===== src/rtl/raster_tile_walker.sv =====
// Raster tile walker: steps a triangle's bounding box in row-major order, one
// pixel per cycle, updating edge functions by addition and streaming covered pixels.
module raster_tile_walker #(
    parameter int COORD_W = 16,
    parameter int EDGE_W  = 32,
    parameter int CNT_W   = 20
) (
    input  logic               clk,
    input  logic               rst_n,
    input  logic               in_valid,
    output logic               in_ready,
    input  logic [EDGE_W-1:0]  e1,
    input  logic [EDGE_W-1:0]  e2,
    input  logic [EDGE_W-1:0]  e3,
    input  logic [15:0]        a1,
    input  logic [15:0]        a2,
    input  logic [15:0]        a3,
    input  logic [15:0]        b1,
    input  logic [15:0]        b2,
    input  logic [15:0]        b3,
    input  logic [COORD_W-1:0] min_x,
    input  logic [COORD_W-1:0] max_x,
    input  logic [COORD_W-1:0] min_y,
    input  logic [COORD_W-1:0] max_y,
    output logic               frag_valid,
    input  logic               frag_ready,
    output logic [COORD_W-1:0] frag_x,
    output logic [COORD_W-1:0] frag_y,
    output logic               done,
    output logic [CNT_W-1:0]   frag_count
);

    typedef enum logic [1:0] {IDLE, WALK, DONE} state_t;

    state_t             state;
    logic [COORD_W-1:0] cur_x, cur_y, lo_x, hi_x, hi_y;
    logic [EDGE_W-1:0]  e_cur [3];
    logic [EDGE_W-1:0]  e_row [3];
    logic [EDGE_W-1:0]  inc_a [3];
    logic [EDGE_W-1:0]  inc_b [3];
    logic [EDGE_W-1:0]  e_in  [3];
    logic [EDGE_W-1:0]  a_in  [3];
    logic [EDGE_W-1:0]  b_in  [3];

    assign e_in[0] = e1;
    assign e_in[1] = e2;
    assign e_in[2] = e3;
    assign a_in[0] = {{(EDGE_W-16){a1[15]}}, a1};
    assign a_in[1] = {{(EDGE_W-16){a2[15]}}, a2};
    assign a_in[2] = {{(EDGE_W-16){a3[15]}}, a3};
    assign b_in[0] = {{(EDGE_W-16){b1[15]}}, b1};
    assign b_in[1] = {{(EDGE_W-16){b2[15]}}, b2};
    assign b_in[2] = {{(EDGE_W-16){b3[15]}}, b3};

    // A pixel is inside when every edge value is non-negative (sign bit clear).
    logic covered, advance, row_end, last_pixel;
    assign covered    = !e_cur[0][EDGE_W-1] && !e_cur[1][EDGE_W-1] && !e_cur[2][EDGE_W-1];
    assign advance    = !frag_valid || frag_ready;
    assign row_end    = (cur_x == hi_x);
    assign last_pixel = row_end && (cur_y == hi_y);

    always_ff @(posedge clk or negedge rst_n) begin
        if (!rst_n) begin
            state      <= IDLE;
            in_ready   <= 1'b1;
            frag_valid <= 1'b0;
            frag_x     <= '0;
            frag_y     <= '0;
            done       <= 1'b0;
            frag_count <= '0;
            cur_x      <= '0;
            cur_y      <= '0;
            lo_x       <= '0;
            hi_x       <= '0;
            hi_y       <= '0;
            // NOTE: these small register arrays sit in the async-reset block so
            // every flop has a defined value; large RAM-style arrays would not.
            for (int i = 0; i < 3; i++) begin
                e_cur[i] <= '0;
                e_row[i] <= '0;
                inc_a[i] <= '0;
                inc_b[i] <= '0;
            end
        end else begin
            // NOTE: non-blocking assignments throughout, so every read sees the
            // pre-edge value and later assignments in the same branch win.
            case (state)
                IDLE: begin
                    done     <= 1'b0;
                    in_ready <= 1'b1;
                    if (in_valid && in_ready) begin
                        in_ready   <= 1'b0;
                        cur_x      <= min_x;
                        cur_y      <= min_y;
                        lo_x       <= min_x;
                        hi_x       <= max_x;
                        hi_y       <= max_y;
                        frag_count <= '0;
                        for (int i = 0; i < 3; i++) begin
                            e_cur[i] <= e_in[i];
                            e_row[i] <= e_in[i];
                            inc_a[i] <= a_in[i];
                            inc_b[i] <= b_in[i];
                        end
                        state <= (min_x > max_x || min_y > max_y) ? DONE : WALK;
                    end
                end
                WALK: begin
                    if (advance) begin
                        frag_valid <= covered;
                        if (covered) begin
                            frag_x <= cur_x;
                            frag_y <= cur_y;
                            if (frag_count != '1) frag_count <= frag_count + CNT_W'(1);
                        end
                        if (!row_end) begin
                            cur_x <= cur_x + COORD_W'(1);
                            for (int i = 0; i < 3; i++) e_cur[i] <= e_cur[i] + inc_a[i];
                        end else if (!last_pixel) begin
                            cur_x <= lo_x;
                            cur_y <= cur_y + COORD_W'(1);
                            for (int i = 0; i < 3; i++) begin
                                e_row[i] <= e_row[i] + inc_b[i];
                                e_cur[i] <= e_row[i] + inc_b[i];
                            end
                        end else begin
                            state <= DONE;
                        end
                    end
                end
                DONE: begin
                    // Drain the final fragment before signalling completion.
                    if (frag_valid) begin
                        if (frag_ready) frag_valid <= 1'b0;
                    end else begin
                        done  <= 1'b1;
                        state <= IDLE;
                    end
                end
                default: state <= IDLE;
            endcase
        end
    end

endmodule


===== config.mk =====
export PLATFORM = sky130hd
export DESIGN_NAME = raster_tile_walker
export DESIGN_NICKNAME = d
export VERILOG_FILES = /design/src/rtl/raster_tile_walker.sv
export SDC_FILE = /design/constraint.sdc
export NUM_CORES = 1
export LEC_CHECK = 0
export CAP_MARGIN = 20
export CORE_UTILIZATION = 56
export CTS_CLUSTER_DIAMETER = 120
export DETAILED_ROUTE_END_ITERATION = 10
export PLACE_DENSITY_LB_ADDON = 0.12
export SLEW_MARGIN = 20
export SYNTH_ARGS = -nofsm -noshare
export SYNTH_HDL_FRONTEND = slang
export SYNTH_SLANG_ARGS = --single-unit

===== constraint.sdc =====
create_clock -name clk -period 3.6 [get_ports clk]
set_clock_uncertainty 0.05 [all_clocks]
set_input_delay 0.9 -clock clk [delete_from_list [all_inputs] [get_ports clk]]
set_output_delay 0.9 -clock clk [all_outputs]
set_load 0.01 [all_outputs]

==> results of run 1 <==
critical path: stages (launching register included):
cell and delay (ps):
dfrtp_1 390, ha_1 240, fa_1 430, a211oi_1 320
o21ai_0 200, nand4_1 230, a21oi_1 150, o21ai_1 270
a21oi_1 170, a221oi_2 390, xnor2_1 180, mux2i_1 90
a221oi_1 250
repair_timing:
action | CTS | global route
pin swaps | 0 | 3
setup endpoints to repair | 1 | 7
gates resized for setup | 1 | 5
setup buffers | 0 | 2
hold buffers | 0 | 0
worst min-delay path by stage:
stage                     end  slack (ps)
4_1_cts        frag_count[10]         240
3_3_place_gp          lo_x[4]         410
6_report       frag_count[10]         230
2_1_floorplan         lo_x[1]         400
3_5_place_dp          lo_x[6]         420
5_1_grt        frag_count[14]         280
state kept, by name, summed over array words and instances (netlist names), 2 cells and up:
register,cells
frag_y,16
cur_y,16
inc_b,48
state,2
hi_x,16
lo_x,16
e_cur,96
hi_y,16
frag_x,16
frag_count,20
e_row,96
cur_x,16
inc_a,48
power groups by stage:
| stage | Clock, mW | Combinational, mW | Sequential (mW) |
|---|---|---|---|
| 2_1_floorplan | 0 | 18.0 | 8.44 |
| 3_3_place_gp | 0 | 23.5 | 8.80 |
| 3_5_place_dp | 0 | 24.2 | 8.89 |
| 4_1_cts | 5.45 | 24.4 | 8.84 |
| 5_1_grt | 5.64 | 27.4 | 9.10 |
| 6_report | 5.38 | 24.9 | 8.85 |
cell families after synthesis:
logic type	count (synthesis)	synth area share (%)
AOI/OAI and AO/OA	1076	22.9
xor gates and xnor gates	208	6.17
adders and majority gates	227	9.77
buffers and inverters	255	3.40
DFF	425	36.0
muxes	64	2.32
and+or+nand+nor	1323	19.5
through the flow:
step                      util (%)  std cells  TNS (ps)  instance area [µm²]  hold WS (ps)
after floorplan                  -       3578         0                29500           395
after global placement        65.0       4467     -61.9                33600           409
after detailed placement      65.0       4467      -214                33600           416
after CTS                     68.4       4558         0                35400           239
after global routing          68.5       4563     -44.5                35400           278
final                         68.5       4563         0                35400           231
layer usage:
metal  vias up  GRT usage, %  routed length (µm)
met4         4          12.3                2890
li1      13273             -                   -
met2      1016          56.1               43400
met5         -             0                  18
met3       195          3.68                6000
met1     13335          45.6               39200
area by class of cell:
| type | instances | area [µm²] |
|---|---|---|
| diodes | 3 | 7.51 |
| clock buffers | 71 | 1460 |
| clock inverters | 20 | 268 |
| fillers | 4246 | 16300 |
| inverters | 75 | 282 |
| multi-input cells | 2898 | 18000 |
| flip-flops and latches | 425 | 10600 |
| well taps | 680 | 851 |
| repair buffers | 391 | 3910 |
cells in the mapped netlist, drive strengths merged, types with 5 or more instances:
cell type  count
a31oi         77
nor3b         16
a22oi          8
nand4         40
a221oi        11
and2          11
nor2         274
and4          10
mux2i         29
a222oi         5
o211ai        31
a41oi          7
fa             6
o22ai         20
nor4          11
ha           221
nand2        739
o311ai         7
a21o         124
nor3          28
o31ai         22
o211a          6
clkbuf       134
a211oi        44
buf           46
a21oi        276
mux2          35
nand2b        23
nor2b         23
o221ai         8
xnor2         97
o21bai        22
o21ai        317
a2111oi        7
dfrtp        424
and3          41
inv           75
a211o          7
o21a          30
a21boi         9
xor2         111
or3           18
nand3         73
==> impl_metrics.toml, run 1 <==
[run_status]
status = "finished, final reports clean"

[timing]
setup_viol = 0
slew_headroom_pct = 42.2
finalWorstSetupSlack_ps = 131
slew_violations = 0
rsz0062_at_grt = "true"
min_period_over_period_pct = 96.3
max_freq_mhz = 288
worstMarginPinSlew_ps = 867
hold_viol_final = 0
fin_crit_ps = 3470

[clock_network]
htree_levels = 2
root_buffer = "clkbuf_16"
cts.clk_slew.worst_paths_ps = 60
cts_sinks = 425
tritoncts = "done"
clk_latency_ps = 610
clockBufferDepth = 3
cts_made_buffers = 49

[pwr]
power_frac_seq_pct = 22.6
vdd_ir_drop_max_v = 0.000630
p_int_mw = 20.4
switchingPower_mw = 18.7
clock_power_share_pct = 13.7
power.total_mw = 39.1
combPwrFrac_pct = 63.6
p_leak_nw = 16.5
power.density_nw_per_um2 = 1110
sw_frac_of_total_pct = 47.8

[logic_synthesis]
synth_area_um2 = 29500
synth_seq_area_share_pct = 36.0
synth.area.top_cells = "dfrtp_1 (36%), nand2_1 (9.4%), ha_1 (9.4%)"
async_flop_share_pct = 100
yosysTopAreaCell = "dfrtp_1"
avgSynthCellArea_um2 = 8.25
synth-main-ff-cell = "dfrtp_1"
synth_edf_count = 0
ys_seq_elements = 425
syn-num-nets = 4065
ys_warn_count = 0
synth_cells = 3578
synthDistinctLibCells = 90
yosysTopAreaCellShare_pct = 35.9

[finish]
layout_commonest_cell = "nand2_1"
syn_to_final_growth_pct = 19.9
layout.nets = 4327
layout_common_cells = "nand2_1 (738), dfrtp_1 (424), clkdlybuf4s50_1 (313), o21ai_0 (292), nor2_1 (272)"
final_layout_size_suffix_gt1_share_pct = 6.52

[global_route]
grt_pass1_vias = 27702
grt_pass1_wl_um = 145000
antenna_found_initial = 5
grt_max_degree = 178
grt_overflow_total = 0
grt_usage_pct = 33.8

[placement]
io_buffers = 314
dp_hpwl_um = 65400
place_ws_ps = -167
place.gp.congestion = 0.954

[route]
drt_wl_total_um = 91500
drtIter0Drc = 2140
antenna_left = 0
post_drt_wl_per_cell_um = 20.0
vias_per_cell = 6.10
drc_errors = 0
routed-via-count = 27823
dr.pass1.iters = 9

[die]
core_um2 = 51700
die_h_um = 232
fp.dieArea_um2 = 53700
ios = 315
fp.dieW_um = 232
fp-row-count = 83
initial_core_util_pct = 57.1

[critical_path]
worst-endpoint-arrival_ps = 3920
cp.required_ps = 4050
r2r_start = "e_cur[32]"
critical_path.startpoint_type = "register"
ff2ff_setup_slack_ps = 130
crit_path_end = "e_cur[58]"
crit_path_end_kind = "register"
r2r_end = "e_cur[58]"
crit_type = "reg -> reg"
ff2ff_path_depth = 12
startpoint = "e_cur[32]"
crit_fanout = 3

[hold_path]
min_path_type = "in -> async"

[flow_run]
cap_violations = 0
(Power assumes the default switching activity.)
==> run 2, diff against run 1 <==
--- a/config.mk
+++ b/config.mk
@@ -7,8 +7,8 @@
 export LEC_CHECK = 0
 export CAP_MARGIN = 20
 export CORE_UTILIZATION = 56
-export CTS_CLUSTER_DIAMETER = 120
 export DETAILED_ROUTE_END_ITERATION = 10
+export GPL_ROUTABILITY_DRIVEN = 1
 export PLACE_DENSITY_LB_ADDON = 0.12
 export SLEW_MARGIN = 20
 export SYNTH_ARGS = -nofsm -noshare
==> results of run 2 <==
Final layout, timing and power as in run 1 (identical DEF).
